### src/rtl/pcileech_tlp_mrd_responder_if.sv
// RX TLP tap plus CplD buffer handoff between the MRd responder and the TX mux p-port.
interface pcileech_tlp_mrd_responder_if;
  logic [63:0]   rx_data;
  logic [7:0]    rx_keep;
  logic          rx_last;
  logic          rx_valid;
  logic          rx_ready;
  logic [1187:0] tlp_data;
  logic          tlp_has_data;
  logic          tlp_req_data;
  logic          tlp_valid;

  modport master (
    output rx_data, rx_keep, rx_last, rx_valid, rx_ready, tlp_req_data,
    input  tlp_data, tlp_has_data, tlp_valid
  );

  modport slave (
    input  rx_data, rx_keep, rx_last, rx_valid, rx_ready, tlp_req_data,
    output tlp_data, tlp_has_data, tlp_valid
  );
endinterface

### src/rtl/pcileech_tlp_mrd_responder.sv
// Self-test BAR responder: answers MRd32 requests with a CplD whose payload echoes each
// DWORD's own byte address, built in the 18-slot x 66-bit buffer format for tlp128_sink_mux1.
module pcileech_tlp_mrd_responder #(
  parameter int MAX_LEN_DW = 8
) (
  input  logic                               clk,
  input  logic                               rst,
  input  logic                               i_en,
  input  logic [15:0]                        i_completer_id,
  pcileech_tlp_mrd_responder_if.slave        io_bus,
  output logic [7:0]                         o_drop_cnt,
  output logic                               o_busy
);

  typedef enum logic [2:0] {
    S_IDLE  = 3'd0,
    S_HDR2  = 3'd1,
    S_SKIP  = 3'd2,
    S_BUILD = 3'd3,
    S_READY = 3'd4,
    S_SEND  = 3'd5
  } state_t;

  state_t        r_state;
  logic          r_sop;
  logic [9:0]    r_len;
  logic [15:0]   r_req_id;
  logic [7:0]    r_tag;
  logic [31:0]   r_addr;
  logic [4:0]    r_cyc;
  logic [1187:0] r_tlp_data;
  logic          r_has_data;
  logic          r_valid;
  logic [7:0]    r_drop_cnt;
  logic          r_busy;

  logic          w_acc;
  logic [31:0]   w_dw0;
  logic [9:0]    w_len;
  logic          w_qual;
  logic          w_drop_state;
  logic [5:0]    w_total;
  logic [5:0]    w_n;
  logic [5:0]    w_lo_idx;
  logic [5:0]    w_hi_idx;
  logic          w_last_slot;
  logic [65:0]   w_slot;
  logic          w_unused;

  // DWORD idx of the completion; positions past the end of the TLP read as zero.
  function automatic logic [31:0] f_cpl_dword(
    input logic [5:0]  idx,
    input logic [5:0]  total,
    input logic [9:0]  len,
    input logic [15:0] cid,
    input logic [15:0] req_id,
    input logic [7:0]  tag,
    input logic [31:0] addr
  );
    logic [31:0] dw;
    if (idx >= total) begin
      dw = 32'h0;
    end else begin
      case (idx)
        6'd0:    dw = {8'h4A, 14'b0, len};
        6'd1:    dw = {cid, 3'b000, 1'b0, len, 2'b00};
        6'd2:    dw = {req_id, tag, 1'b0, addr[6:2], 2'b00};
        default: dw = {addr[31:2] + 30'(idx - 6'd3), 2'b00};
      endcase
    end
    return dw;
  endfunction

  assign w_acc        = io_bus.rx_valid & io_bus.rx_ready;
  assign w_dw0        = io_bus.rx_data[31:0];
  assign w_len        = w_dw0[9:0];
  assign w_qual       = r_sop && (w_dw0[31:24] == 8'h00) && (w_len != 10'd0) &&
                        (w_len <= 10'(MAX_LEN_DW)) && !io_bus.rx_last;
  assign w_drop_state = (r_state == S_HDR2) || (r_state == S_BUILD) ||
                        (r_state == S_READY) || (r_state == S_SEND);

  assign w_total     = 6'(r_len) + 6'd3;
  assign w_n         = 6'((w_total + 6'd1) >> 1);
  assign w_lo_idx    = {r_cyc, 1'b0};
  assign w_hi_idx    = {r_cyc, 1'b1};
  assign w_last_slot = ({1'b0, r_cyc} == (w_n - 6'd1));

  // Slot flags fall out of the indices: [65] upper DWORD valid, [64] final slot.
  assign w_slot = {(w_hi_idx < w_total), w_last_slot,
                   f_cpl_dword(w_hi_idx, w_total, r_len, i_completer_id, r_req_id, r_tag, r_addr),
                   f_cpl_dword(w_lo_idx, w_total, r_len, i_completer_id, r_req_id, r_tag, r_addr)};

  assign w_unused = ^{io_bus.rx_keep, io_bus.rx_data[39:32], w_dw0[23:10]};

  // Capture FSM, drop counter, SOP tracking and buffer assembly with registered outputs.
  always_ff @(posedge clk) begin
    if (rst) begin
      r_state    <= S_IDLE;
      r_sop      <= 1'b1;
      r_len      <= 10'd0;
      r_req_id   <= 16'h0;
      r_tag      <= 8'h0;
      r_addr     <= 32'h0;
      r_cyc      <= 5'd0;
      r_tlp_data <= '0;
      r_has_data <= 1'b0;
      r_valid    <= 1'b0;
      r_drop_cnt <= 8'h0;
      r_busy     <= 1'b0;
    end else begin
      if (w_acc) begin
        r_sop <= io_bus.rx_last;
      end
      if (w_acc && w_qual && w_drop_state && (r_drop_cnt != 8'hFF)) begin
        r_drop_cnt <= r_drop_cnt + 8'd1;
      end
      case (r_state)
        S_IDLE: begin
          if (w_acc && r_sop && !io_bus.rx_last) begin
            r_busy <= 1'b1;
            if (w_qual && i_en) begin
              r_len    <= w_len;
              r_req_id <= io_bus.rx_data[63:48];
              r_tag    <= io_bus.rx_data[47:40];
              r_state  <= S_HDR2;
            end else begin
              r_state <= S_SKIP;
            end
          end
        end
        S_HDR2: begin
          if (w_acc) begin
            if (io_bus.rx_last) begin
              r_addr  <= io_bus.rx_data[31:0];
              r_cyc   <= 5'd0;
              r_state <= S_BUILD;
            end else begin
              r_state <= S_SKIP;
            end
          end
        end
        S_SKIP: begin
          if (w_acc && io_bus.rx_last) begin
            r_state <= S_IDLE;
            r_busy  <= 1'b0;
          end
        end
        S_BUILD: begin
          r_tlp_data[32'(r_cyc) * 32'd66 +: 66] <= w_slot;
          if (w_last_slot) begin
            r_state    <= S_READY;
            r_has_data <= 1'b1;
          end else begin
            r_cyc <= r_cyc + 5'd1;
          end
        end
        S_READY: begin
          if (io_bus.tlp_req_data) begin
            r_state    <= S_SEND;
            r_has_data <= 1'b0;
            r_valid    <= 1'b1;
          end
        end
        S_SEND: begin
          r_valid    <= 1'b0;
          r_tlp_data <= '0;
          r_state    <= S_IDLE;
          r_busy     <= 1'b0;
        end
        default: begin
          r_state    <= S_IDLE;
          r_has_data <= 1'b0;
          r_valid    <= 1'b0;
          r_busy     <= 1'b0;
        end
      endcase
    end
  end

  assign io_bus.tlp_data     = r_tlp_data;
  assign io_bus.tlp_has_data = r_has_data;
  assign io_bus.tlp_valid    = r_valid;
  assign o_drop_cnt          = r_drop_cnt;
  assign o_busy              = r_busy;

endmodule

### src/flat_wrapper.sv
// flat-port wrapper written by rule: the top's interface ports become plain ports
module pcileech_tlp_mrd_responder_flat 
#(
  parameter int MAX_LEN_DW = 8
)
  (clk, rst, i_en, i_completer_id, o_drop_cnt, o_busy, io_bus_rx_data, io_bus_rx_keep, io_bus_rx_last, io_bus_rx_valid, io_bus_rx_ready, io_bus_tlp_req_data, io_bus_tlp_data, io_bus_tlp_has_data, io_bus_tlp_valid);
  pcileech_tlp_mrd_responder_if io_bus_i ();
  input  logic clk;
  input  logic rst;
  input  logic i_en;
  input  logic [15:0] i_completer_id;
  output logic [7:0] o_drop_cnt;
  output logic o_busy;
  input wire logic [$bits(io_bus_i.rx_data)-1:0] io_bus_rx_data;
  input wire logic [$bits(io_bus_i.rx_keep)-1:0] io_bus_rx_keep;
  input wire logic [$bits(io_bus_i.rx_last)-1:0] io_bus_rx_last;
  input wire logic [$bits(io_bus_i.rx_valid)-1:0] io_bus_rx_valid;
  input wire logic [$bits(io_bus_i.rx_ready)-1:0] io_bus_rx_ready;
  input wire logic [$bits(io_bus_i.tlp_req_data)-1:0] io_bus_tlp_req_data;
  output wire logic [$bits(io_bus_i.tlp_data)-1:0] io_bus_tlp_data;
  output wire logic [$bits(io_bus_i.tlp_has_data)-1:0] io_bus_tlp_has_data;
  output wire logic [$bits(io_bus_i.tlp_valid)-1:0] io_bus_tlp_valid;
  assign io_bus_i.rx_data = io_bus_rx_data;
  assign io_bus_i.rx_keep = io_bus_rx_keep;
  assign io_bus_i.rx_last = io_bus_rx_last;
  assign io_bus_i.rx_valid = io_bus_rx_valid;
  assign io_bus_i.rx_ready = io_bus_rx_ready;
  assign io_bus_i.tlp_req_data = io_bus_tlp_req_data;
  assign io_bus_tlp_data = io_bus_i.tlp_data;
  assign io_bus_tlp_has_data = io_bus_i.tlp_has_data;
  assign io_bus_tlp_valid = io_bus_i.tlp_valid;
  pcileech_tlp_mrd_responder #(.MAX_LEN_DW(MAX_LEN_DW)) u_core (.clk(clk), .rst(rst), .i_en(i_en), .i_completer_id(i_completer_id), .io_bus(io_bus_i), .o_drop_cnt(o_drop_cnt), .o_busy(o_busy));
endmodule
### config.mk
export PLATFORM = sky130hd
export DESIGN_NAME = pcileech_tlp_mrd_responder_flat
export DESIGN_NICKNAME = d
export VERILOG_FILES = /design/src/rtl/pcileech_tlp_mrd_responder_if.sv /design/src/rtl/pcileech_tlp_mrd_responder.sv /design/src/flat_wrapper.sv
export SDC_FILE = /design/constraint.sdc
export NUM_CORES = 2
export LEC_CHECK = 0
export ABC_AREA = 1
export ABC_CLOCK_PERIOD_IN_PS = 8100
export CORE_AREA = 2 2 497 499
export CTS_CLUSTER_SIZE = 16
export DETAILED_ROUTE_END_ITERATION = 10
export DIE_AREA = 0 0 499 501
export GPL_TIMING_DRIVEN = 0
export MAX_ROUTING_LAYER = met4
export PLACE_DENSITY = 0.58
export SLEW_MARGIN = 40
export SYNTH_ARGS = -nofsm -noshare
export SYNTH_HDL_FRONTEND = slang
export SYNTH_SLANG_ARGS = --single-unit
export TNS_END_PERCENT = 5
### constraint.sdc
create_clock -name clk -period 8.1 [get_ports clk]
set_clock_uncertainty 0.15 [all_clocks]
set_input_delay 1.215 -clock clk [delete_from_list [all_inputs] [get_ports clk]]
set_output_delay 1.215 -clock clk [all_outputs]
set_load 0.02 [all_outputs]
==> key figures <==
STA
  – RSZ-0062 raised after global routing: yes
  – Fin crit period: 8.28 ns
  – Final hold slack: a little over 0.3 ns
  – Max Fclk: approximately 120 MHz
  – Max Transition Viols Final: 0
  – Worst-margin pin slew: ~1.1 ns
  – Tcrit/Tclk final: 102%
  – Setup Viol. Count Final: 104
  – Final worst slack: -0.185 ns
  – Final hold vios: 0
  – Relative slew margins: a little under a quarter

Yosys
  – Syn Nets: 12200
  – Largest cells by area after synthesis: dfxtp_1 35%, nand2_1 19%, a21oi_1 9.6%, nand3_1 8.5%, nor2_1 6.4%
  – Ys Warns: 0
  – Cell taking the most area after synthesis: dfxtp_1
  – Mapped Area: roughly 73000 sq um
  – Syn Area/Cell: 6.07 sq um
  – Area share of the largest cell type after synthesis: 35.0%
  – Syn Inst Count: 12000
  – Sequential share of the synthesized area: a little over a third
  – Ys async rst share: 0%
  – Top-count cell post-synth: nand2_1
  – Most used flip-flop cell after synthesis: dfxtp_1
  – Post-synth cell types: between 60 and 70
  – Synthesized flop and latch total: between 1000 and 1500
  – Synth top cells by count: 3746 x nand2_1, 1390 x a21oi_1, 1272 x dfxtp_1
  – EDFF count, synth: 0

Global routing
  – Gr ovfl total: 0
  – First-pass GRT wire length: 849000 microns
  – Largest net degree at the start of global routing: 24
  – Number of global-route vias before repair: 89300
  – Initial antenna violation count: a little under 90
  – Global Route Usage Sum: 52.2%

Clock tree
  – Clock transition at the registers of the reported paths: 0.07 ns
  – H-tree levels: 4
  – Hold buffer count at CTS: 0
  – Clk_lat worst skew: 0.85 ns
  – TritonCTS Buffers: 147
  – CTS sink cnt: about 1300
  – Root Driver: clkbuf_16
  – Clk buf depth: 3
  – CTS tree: done

Routing
  – Drt wl/cell: ~39 microns
  – Highest routed layer: met4
  – Initial DRC count: roughly 18000
  – WL met1: ~260000 microns
  – Met2 wire len: ~250000 microns
  – Via-per-instance ratio: roughly 6
  – Vias: just over 100k
  – Post-route ant nets: 0
  – # DRC: 0
  – Metal3 WL: roughly 92000 microns
  – Routed WL: 666000 microns
  – DR pass1 iterations: 9

Finish
  – Share of cells above drive strength 1: 6.63%
  – Footprint of the multi-input gates: between 40000 and 50000 sq um
  – Area Growth Syn to Fin: 34.0%
  – Seq. cell area: roughly 25000 sq um
  – Fin nets: ~14000
  – Fillers: between 20000 and 30000

Worst setup path
  – Critical path peak fanout: 13
  – Critical path required time: 8.75 ns
  – Worst Setup Path Type: reg2reg
  – Worst setup SP type: flip-flop
  – CP endpoint kind: flip-flop
  – Reg2reg start: u_core.r_cyc[0]
  – CP Launch Point: u_core.r_cyc[0]
  – Arrival time at the worst endpoint: around 8.9 ns

Place
  – Buffers on Ports: ~1300
  – Post-detail-place hpwl: ~550000 microns
  – Final RePlAce weighted congestion: 1.13
  – Worst slack, placed: -3.45 ns

Power
  – VDD IR max: 0.184 mV
  – Leakage power: around 34 nW
  – Pwr dens: between 200 and 250 nW/um^2

Outcome
  – Failing checks: setup timing
  – Status: complete, but fails checks

Floorplan
  – Die width: approximately 500 microns
  – Die span in y: roughly 500 microns
  – Die area: between 200000 and 250000 sq um
  – Initial core utilization: 29.7%
  – I/O Pins: around 1300
  – Core Area: between 200000 and 250000 sq um
  – Row count: between 150 and 200

Worst hold path
  – Worst min-delay path class: reg2reg
  – Hold Path Origin: u_core.io_bus.tlp_data[992]

Run
  – Max cap viols: 0
[final timing paths]
path	endpoint	slack (ns)	cells after the start
max	u_core.io_bus.tlp_data[1088]	-0.18	27
min	u_core.io_bus.tlp_data[992]	0.31	2
max reg2reg	u_core.io_bus.tlp_data[1088]	-0.18	27
min reg2reg	u_core.io_bus.tlp_data[992]	0.31	2
[cell families after synthesis]
logic type / count (synthesis) / synth area share [%]
muxes: 5 / 0.0688
DFF: 1272 / 35.0
AOI/OAI and AO/OA: 2214 / 15.9
and+or+nand+nor: 6708 / 38.5
xor gates and xnor gates: 20 / 0.241
buffers and inverters: 1678 / 8.85
adders and majority gates: 81 / 1.41
[final cells by class]
cell class	count	area share [%]
Buffer	732	3.32
Timing Repair Buffer	1347	14.4
Tap cell	3220	4.14
Clock inverter	48	0.863
Multi-Input combinational cell	9028	42.8
Inverter	945	3.66
Clock buffer	215	4.42
Sequential cell	1272	26.1
Antenna cell	99	0.254
[cells in the final DEF, fill, tap and decap left out, types with 13 or more instances in the layout]
cell type	netlist	final
o21ai_1	38	49
buf_12	0	13
clkbuf_8	0	35
nand2_1	3746	3675
nor3_1	52	47
dfxtp_1	1272	1271
nand3_1	1229	1221
or2_2	15	15
buf_2	62	112
clkbuf_1	449	323
o211ai_1	20	20
nor4_1	27	21
nor2_2	15	47
clkbuf_4	0	15
clkinv_2	0	17
clkdlybuf4s50_1	0	1276
xor2_1	14	13
a211oi_1	36	36
diode_2	0	99
o21ai_2	7	32
ha_1	79	77
clkbuf_2	0	149
buf_8	0	14
nand4_1	314	314
and2_1	22	19
a21oi_1	1390	1380
o22ai_1	29	28
buf_1	211	146
nand2_2	12	77
inv_1	915	913
a31oi_1	24	20
inv_2	24	23
nor2_1	1245	1200
buf_16	0	23
buf_4	7	29
clkbuf_16	0	148
nor2_4	8	21
o21ai_0	601	553
[state kept, by name, indices dropped and copies added, names as in the netlist]
name	count
u_core.io_bus.tlp_has_data	1
u_core.r_tag	8
u_core.r_addr	30
u_core.r_sop	1
u_core.io_bus.tlp_data	1188
u_core.io_bus.tlp_valid	1
u_core.o_drop_cnt	8
u_core.o_busy	1
u_core.r_req_id	16
u_core.r_len	10
u_core.r_state	3
u_core.r_cyc	5
[repair_timing]
item | CTS | global route
pin swaps | 4 | 0
endpoints found under the setup margin | 1188 | 868
resized for setup | 85 | 73
cloned | 0 | 0
buffers inserted | 8 | 0
[where the power goes]
part	leakage [nW]	switching (W)	internal (W)	total, W
logic	21.7	0.00637	0.00136	0.00773
registers	10.2	0.0000327	0.00628	0.00631
clock network	2.50	0.00321	0.00412	0.00733
[stage by stage]
step	cells	total power [W]	utilization (%)	cell area, sq um	setup TNS, ns
after floorplan	12000	0.00977	-	72700	0
after global placement	16500	0.0134	36.6	89500	-4523.27
after detailed placement	16500	0.0135	37.4	91500	-3259.90
after CTS	16800	0.0207	39.6	96900	0
after global routing	16900	0.0215	39.8	97300	-0.0294
final	16900	0.0214	39.8	97400	-6.40
[metal layers]
| layer | vias up | global-route usage [%] |
|---|---|---|
| met5 | - | - |
| met4 | 0 | 36.8 |
| met3 | 1866 | 19.7 |
| met2 | 8228 | 68.3 |
| met1 | 49000 | 65.0 |
| li1 | 42400 | - |
[worst max-delay path, cell delays in order, from the launching register on]
cell and delay, ns:
dfxtp_2 0.43, inv_1 0.22, clkbuf_4 0.32, clkbuf_4 0.32, buf_6 0.32, buf_8 0.32, ha_4 0.29, clkinvlp_4 0.13
buf_12 0.16, buf_4 0.19, nor3_1 0.24, ha_1 0.41, inv_1 0.27, o221ai_1 0.30, nand2_1 0.30, o21ai_0 0.72
a31oi_2 0.42, nand2_1 0.15, nand2_1 0.12, inv_2 0.15, nand2_1 0.09, nand2_1 0.58, nand2_1 0.11, nand2_1 0.63
nand3_1 0.41, nand2_1 0.14, nand2_1 0.08, a21oi_1 0.15
No activity file was read; power rests on OpenSTA's default activity.
